[src/rtl/muldiv.sv]
// Iterative multiply/divide unit holding the architectural HI/LO registers.
// MULT/MULTU use shift-add and DIV/DIVU use restoring division, one bit per cycle.
// Every operation has the same fixed latency, whatever the operands.
// Optional build macro MULDIV_FAST_MUL_EN gives MULT/MULTU a single-cycle product
// that skips the CALC state. Division is the same in both builds.
module muldiv #(
  parameter int WORD_SIZE = 32
) (
  input  logic                 clk_i,
  input  logic                 rst_i,
  input  logic                 start_i,
  input  logic [1:0]           op_i,
  input  logic [WORD_SIZE-1:0] rs_data_i,
  input  logic [WORD_SIZE-1:0] rt_data_i,
  input  logic                 wr_hi_i,
  input  logic                 wr_lo_i,
  input  logic [WORD_SIZE-1:0] wr_data_i,
  output logic                 busy_o,
  output logic                 done_o,
  output logic [WORD_SIZE-1:0] hi_o,
  output logic [WORD_SIZE-1:0] lo_o
);

  localparam int W  = WORD_SIZE;
  localparam int AW = 2 * W + 1;
  localparam int CW = $clog2(W);
  localparam logic [CW-1:0] CNT_INIT = CW'(W - 1);

  typedef enum logic [1:0] {S_IDLE, S_CALC, S_FIX, S_DONE} state_t;

  state_t          state_q, state_d;
  logic [CW-1:0]   cnt_q, cnt_d;
  // Accumulator, laid out for each operation:
  //   multiply: [AW-1:W] partial sum, [W-1:0] multiplier bits shifting out
  //   divide:   [AW-1:W] partial remainder, [W-1:0] dividend in / quotient out
  logic [AW-1:0]   acc_q, acc_d;
  logic [W-1:0]    b_q, b_d;      // multiplicand or divisor magnitude
  logic            div_q, div_d;  // operation is a divide
  logic            neg_q, neg_d;  // negate product / quotient in FIX
  logic            rneg_q, rneg_d; // negate remainder in FIX
  logic            dz_q, dz_d;    // divisor was zero
  logic [W-1:0]    hi_q, hi_d;
  logic [W-1:0]    lo_q, lo_d;

  logic            sgn_op, a_neg, b_neg;
  logic [W-1:0]    mag_a, mag_b;
  logic [W:0]      mul_sum;
  logic [AW-1:0]   mul_add, mul_step;
  logic [AW-1:0]   div_sh, div_step;
  logic [W:0]      div_diff;
  logic [2*W-1:0]  fix_prod;
  logic [W-1:0]    fix_quo, fix_rem;
`ifdef MULDIV_FAST_MUL_EN
  logic [2*W-1:0]  fast_prod;
`endif

  // State and datapath registers; reset discards any in-flight operation
  always_ff @(posedge clk_i or posedge rst_i) begin
    if (rst_i) begin
      state_q <= S_IDLE;
      cnt_q   <= '0;
      acc_q   <= '0;
      b_q     <= '0;
      div_q   <= 1'b0;
      neg_q   <= 1'b0;
      rneg_q  <= 1'b0;
      dz_q    <= 1'b0;
      hi_q    <= '0;
      lo_q    <= '0;
    end else begin
      state_q <= state_d;
      cnt_q   <= cnt_d;
      acc_q   <= acc_d;
      b_q     <= b_d;
      div_q   <= div_d;
      neg_q   <= neg_d;
      rneg_q  <= rneg_d;
      dz_q    <= dz_d;
      hi_q    <= hi_d;
      lo_q    <= lo_d;
    end
  end

  // Next-state logic: operand latch, one iteration step, sign fix-up and MTHI/MTLO
  always_comb begin
    state_d = state_q;
    cnt_d   = cnt_q;
    acc_d   = acc_q;
    b_d     = b_q;
    div_d   = div_q;
    neg_d   = neg_q;
    rneg_d  = rneg_q;
    dz_d    = dz_q;
    hi_d    = hi_q;
    lo_d    = lo_q;

    // Signed operations work on magnitudes; the signs are restored in FIX
    sgn_op = ~op_i[0];
    a_neg  = sgn_op & rs_data_i[W-1];
    b_neg  = sgn_op & rt_data_i[W-1];
    mag_a  = a_neg ? -rs_data_i : rs_data_i;
    mag_b  = b_neg ? -rt_data_i : rt_data_i;
`ifdef MULDIV_FAST_MUL_EN
    fast_prod = {{W{1'b0}}, mag_a} * {{W{1'b0}}, mag_b};
`endif

    // Shift-add step: add the multiplicand when the multiplier LSB is set, then shift right
    mul_sum  = acc_q[AW-1:W] + {1'b0, b_q};
    mul_add  = acc_q[0] ? {mul_sum, acc_q[W-1:0]} : acc_q;
    mul_step = {1'b0, mul_add[AW-1:1]};

    // Restoring step: shift left, then keep the trial subtraction only if it did not borrow
    div_sh   = {acc_q[AW-2:0], 1'b0};
    div_diff = div_sh[AW-1:W] - {1'b0, b_q};
    div_step = div_diff[W] ? div_sh : {div_diff, div_sh[W-1:1], 1'b1};

    fix_prod = neg_q  ? -acc_q[2*W-1:0] : acc_q[2*W-1:0];
    fix_quo  = neg_q  ? -acc_q[W-1:0]   : acc_q[W-1:0];
    fix_rem  = rneg_q ? -acc_q[2*W-1:W] : acc_q[2*W-1:W];

    case (state_q)
      S_IDLE, S_DONE: begin
        state_d = S_IDLE;
        if (start_i) begin
          div_d   = op_i[1];
          neg_d   = a_neg ^ b_neg;
          rneg_d  = a_neg;
          dz_d    = (rt_data_i == '0);
          cnt_d   = CNT_INIT;
          b_d     = op_i[1] ? mag_b : mag_a;
          acc_d   = {{(W + 1){1'b0}}, (op_i[1] ? mag_a : mag_b)};
          state_d = S_CALC;
`ifdef MULDIV_FAST_MUL_EN
          if (!op_i[1]) begin
            acc_d   = {1'b0, fast_prod};
            state_d = S_FIX;
          end
`endif
        end else begin
          if (wr_hi_i) hi_d = wr_data_i;
          if (wr_lo_i) lo_d = wr_data_i;
        end
      end
      S_CALC: begin
        acc_d = div_q ? div_step : mul_step;
        if (cnt_q == '0) state_d = S_FIX;
        else             cnt_d   = cnt_q - 1'b1;
      end
      S_FIX: begin
        // most-negative / -1 needs no special case: the magnitude quotient
        // 2^(W-1) negates back to the most-negative value, remainder 0
        if (div_q) begin
          lo_d = dz_q ? {W{1'b1}} : fix_quo;
          hi_d = fix_rem;
        end else begin
          hi_d = fix_prod[2*W-1:W];
          lo_d = fix_prod[W-1:0];
        end
        state_d = S_DONE;
      end
      default: state_d = S_IDLE;
    endcase
  end

  assign busy_o = (state_q == S_CALC) || (state_q == S_FIX);
  assign done_o = (state_q == S_DONE);
  assign hi_o   = hi_q;
  assign lo_o   = lo_q;

endmodule

[config.mk]
export PLATFORM = sky130hd
export DESIGN_NAME = muldiv
export DESIGN_NICKNAME = d
export VERILOG_FILES = /design/src/rtl/muldiv.sv
export SDC_FILE = /design/constraint.sdc
export NUM_CORES = 1
export LEC_CHECK = 0
export BUFFER_PORTS_ARGS = -buffer_cell sky130_fd_sc_hd__buf_2
export CAP_MARGIN = 20
export CORE_ASPECT_RATIO = 0.9
export CORE_MARGIN = 2
export CORE_UTILIZATION = 45
export CTS_BUF_LIST = sky130_fd_sc_hd__clkbuf_16
export CTS_CLUSTER_SIZE = 20
export DETAILED_ROUTE_END_ITERATION = 6
export SKIP_LAST_GASP = 1
export SYNTH_ARGS = -nofsm -noshare
export SYNTH_HDL_FRONTEND = slang
export SYNTH_SLANG_ARGS = --single-unit
export TNS_END_PERCENT = 30
[constraint.sdc]
create_clock -name clk_i -period 6.6 [get_ports clk_i]
set_clock_uncertainty 0.15 [all_clocks]
set_input_delay 0.33 -clock clk_i [delete_from_list [all_inputs] [get_ports clk_i]]
set_output_delay 0.33 -clock clk_i [all_outputs]
set_load 0.05 [all_outputs]
* Word level (Yosys, flattened, before mapping)
Index checks and enable logic that the tools add are counted. W data, S select, Z words.
Operators by class: add/subtract/negate cells 8, equal/unequal tests 9, multiplexer cells 27, bitwise gates (word level) 4, reductions and logical operators 12
Operator list (number):
- $mux W32 | 13
- $mux W65 | 4
- $pmux W65 S2 | 1
- $neg A32 Y32 | 4
- $pmux W32 S2 | 2
- $mux W64 | 1
- $neg A64 Y64 | 1
- $add A33 B32 Y33 | 1
- $sub A33 B32 Y33 | 1
- $logic_not A32 Y1 | 1
- $ne A2 B2 Y1 const B | 6
- $mux W5 | 2
- $pmux W5 S2 | 1
- $reduce_and A3 Y1 | 3
- $pmux W2 S3 | 1
- $logic_not A5 Y1 | 1
- $sub A5 B1 Y5 const B | 1
- $eq A2 B2 Y1 const B | 2
- $reduce_and A2 Y1 | 2
- $reduce_bool A2 Y1 | 2
- $and A1 B1 Y1 | 2
- $eq A2 B1 Y1 const B | 1
- $logic_not A2 Y1 | 1
- $mux W2 | 1
- other kinds (5) | 5
Word-level totals: bits in registers 172, input port bits 103, output and inout port bits 66

* Depth between registers and ports, before layout
word-level depth 6, mapped depth 20

* Least setup slack after synthesis
OpenSTA, ideal clock, no wires.
path type register to register, start register acc_q[31], end register acc_q[57], arrival 4044 ps, required time 6320 ps, slack 2276 ps, stages on the path, launching flop included 20, buffers on the path 3, clock period less this slack 4324 ps, cell sequence dfrtp_1 > inv_1 > ha_1 > fa_1 > nand2b_1 > a21oi_1 > o21ai_0 > o31ai_1 > a31oi_1 > o22ai_1 > o21a_1 > o21ai_0 > nand2b_1 > ha_1 > clkbuf_1 > clkbuf_1 > buf_1 > a21oi_1 > o31ai_1 > a2bb2oi_1
Between the ends: longest elaborated chain between the ends 4
RTL lines:
- from (decl) | RTL line 36 | logic [AW-1:0] acc_q, acc_d;
- from (signal assigned) | RTL line 62 | acc_q <= '0;
- from (signal assigned) | RTL line 73 | acc_q <= acc_d;
- $sub A33 B32 Y33 | RTL line 114 | div_diff = div_sh[AW-1:W] - {1'b0, b_q};
- $mux W65 | RTL line 115 | div_step = div_diff[W] ? div_sh : {div_diff, div_sh[W-1:1], 1'b1};
- $mux W65 | RTL line 145 | acc_d = div_q ? div_step : mul_step;
- $pmux W65 S2 | RTL line 121 | case (state_q)
No other way between the ends. A chain may end at the register's enable or synchronous reset.

* Worst setup path after layout
start register acc_q[31], end register acc_q[62]
Same word-level chain as after synthesis.

==> impl_results.md <==
* Top FF cell, synth: dfrtp_1
* # hold bufs at CTS at 1
* Post-Synth XOR/XNOR Area at 9.55%
* CP Class: reg -> reg
* Initial antenna violation count at 0
* Pleak at 7.50 nW
* Type of the tightest min-delay check: in -> reg
* Peak fanout along the critical path at 28
* Startpoint of the worst hold path: wr_data_i[1]
* First-pass iteration count of the detailed router at 5
* Chip height at 179 um
* Clock Power Share at 10.1%
* Post-synthesis sequential area ratio at 28.1%
* Clock transition at the registers of the reported paths at 0.08 ns
* Grt ovf at 0
* Post-CTS Setup Inserts at 0
* Avg Cell Area, Syn at 7.88 um^2
* CTS tree: yes
* Post-synthesis cell count at 1944
* Post-CTS sizing at 0
* Seq cells post-synth at 172
* Pwr dens at 594 nW/um^2
* Root Buffer: clkbuf_16
* Status: completed
* RR Startpoint: acc_q[31]$_DFFE_PP0P_
* IO buf count at 168
* Max cap viols at 0
* FMAX at 0.193 GHz
* Final Cell Area at 17100 um^2
* Global-route wire length before repair at 83100 um
* RD Place Congestion at 0.945
* Seq pwr share at 22.1%
* Ports at 169
* Sw Ratio at 56.2%
* DIE AREA at 35500 um^2
* Top cell type's share of synthesized area at 28.1%
* Area after DPL at 16500 um^2
* Synthesis-to-finish area growth at 11.3%
* Final WL at 54000 um
* DP HPWL at 41600 um
* Syn nets at 2123
* Yosys cell types at 85
* Dominant cell type by area after synthesis: dfrtp_1
* Antenna violation net count after detailed routing at 0
* Maximum VDD drop at 0.000345 V
* Clock buffer count from CTS at 17
* Tot GR Track Use at 30.6%
* Crit path from: acc_q[31]$_DFFE_PP0P_
* Vias in the first global route at 13988
* DR vias/cell at 6.06
* Finish-stage setup viols at 0
* Fin nets at 2207
* CP Data Arrival Time at 5.38 ns
* Drc violations at 0
* Share of layout cells above drive strength 1 at 14.2%
* Largest family of logic cells by synthesized area: compound AO/OA/AOI/OAI gates
* CP Capture Type: flop
* Skew-Pair Late Insertion Delay at 0.45 ns
* Row Count at 64
* Sw power at 0.00569 W
* RSZ-0062 raised after global routing: no
* Post-synthesis mux area share at 5.72%
* Asr flop ratio synth at 100%
* Final hold violation count at 0
* Starting density of the core at 45.3%
* Required @ worst endpoint at 6.79 ns
* Layout Utilization at 50.5%
* Largest net degree at the start of global routing at 85
* Synth Area in Simple Gates at 18.3%
* CTS sink cnt at 172
* Setup TNS at 0 ns
* Die span in x at 199 um
* Wire length per cell at 21.6 um
* Period minus WS final at 5.19 ns
* Post-synthesis compound-gate area fraction at 27.1%
* Total internal power at 0.00443 W
* Slew margin rel. at 39.0%
* Post-synth EDFFs at 0
* Synth top area cells: dfrtp_1 (28%), a21oi_1 (6.5%), o21ai_0 (6.2%)
* N_diodes at 0
* Synth top cells by count: a21oi_1 (200), o21ai_0 (190), nand2_1 (188)
* CTS Buffer Depth at 2
* Initial DRC Count at 1322
* Combinational share of power at 67.8%
* Post-Synthesis Cell Area at 15300 um^2
* Vias at 15174
* Core footprint at 33800 um^2
* Number of fill cells at 3397
* Final max-slew violation count at 0
* Pin slew with the least headroom to its limit at 0.915 ns
* H-tree Lvls at 4
* Synth warn at 0
* Synth Area in Adders at 6.30%
* Final Cycle Share at 78.7%
* Most common cell in the netlist: a21oi_1
* Critical path startpoint category: flop
per-layer routing:
metal	vias up	wire [um]	track usage, %
met5	-	0	0
met3	66	3280	3.65
met4	0	1140	8.18
li1	7228	-	-
met2	542	24300	48.7
met1	7338	25200	43.9
cell families after synthesis:
group,after synthesis
flops,172
fa+ha+maj,76
buf+inv,196
mux,85
simple gates,572
xor+xnor,167
compound gates,676
worst max-delay path, cell delays in order (launching register included):
cell	delay, ns
dfrtp_1	0.48
inv_1	0.09
ha_1	0.25
fa_1	0.39
nand2b_1	0.19
a21oi_1	0.27
o21ai_0	0.25
o31ai_1	0.65
a31oi_1	0.27
o22ai_1	0.25
o21a_1	0.14
o21ai_0	0.07
nand2b_1	0.08
ha_1	0.46
buf_4	0.44
nor2_1	0.07
a31oi_1	0.16
a21oi_1	0.09
o41ai_1	0.34
sequential cells by signal (all words and copies together), names as in the netlist:
| signal | count |
|---|---|
| acc_q | 65 |
| b_q | 32 |
| cnt_q | 5 |
| div_q | 1 |
| dz_q | 1 |
| hi_o | 32 |
| lo_o | 32 |
| neg_q | 1 |
| rneg_q | 1 |
| state_q | 2 |
area by class of cell:
| type | instances | area [um^2] | share of cell area (%) |
|---|---|---|---|
| clock inverters | 14 | 149 | 0.873 |
| clock buffers | 17 | 425 | 2.49 |
| well taps | 462 | 578 | 3.39 |
| inverters | 67 | 256 | 1.50 |
| multi-input cells | 1576 | 10300 | 60.4 |
| flip-flops and latches | 172 | 4310 | 25.2 |
| repair buffers | 194 | 1040 | 6.09 |
power groups by stage:
stage / clock network (W) / registers (W) / logic (W)
after floorplan: 0 / 0.00258 / 0.00454
after global placement: 0 / 0.00221 / 0.00673
after detailed placement: 0 / 0.00223 / 0.00679
after CTS: 0.00103 / 0.00221 / 0.00681
after global routing: 0.00107 / 0.00228 / 0.00751
final: 0.00102 / 0.00224 / 0.00687
cell usage in the layout (no fill, tap or decap), types with 47 or more instances in the layout:
cell type and count:
a21oi_1 198, o21ai_0 189, nor2_1 174, ha_1 73, dfrtp_1 171, buf_2 168
inv_1 65, a211oi_1 47, nand2_1 187, mux2i_1 65, xnor2_1 102, xor2_1 65
stage by stage:
stage               hold WS (ns)  std cells  total power [W]  setup slack, ns
floorplan                  0.276       1944          0.00712             1.46
global placement           0.305       2470          0.00894             1.63
detailed placement         0.311       2470          0.00902             1.53
CTS                     0.000939       2502           0.0101             1.50
global route              0.0169       2502           0.0109             1.05
finish                    0.0151       2502           0.0101             1.41
path summary, 6_finish.rpt:
path                                         end  slack, ns  depth (start not counted)
max                        acc_q[62]$_DFFE_PP0P_       1.41                         18
min                          hi_o[1]$_DFFE_PP0P_       0.02                          3
max reg2reg                acc_q[62]$_DFFE_PP0P_       1.41                         18
min reg2reg                 hi_o[21]$_DFFE_PP0P_       0.32                          1
max in group asynchronous   hi_o[24]$_DFFE_PP0P_       4.65                          4
min in group asynchronous    lo_o[6]$_DFFE_PP0P_       0.44                          3
Note: power is estimated with default switching activity, not from simulation.
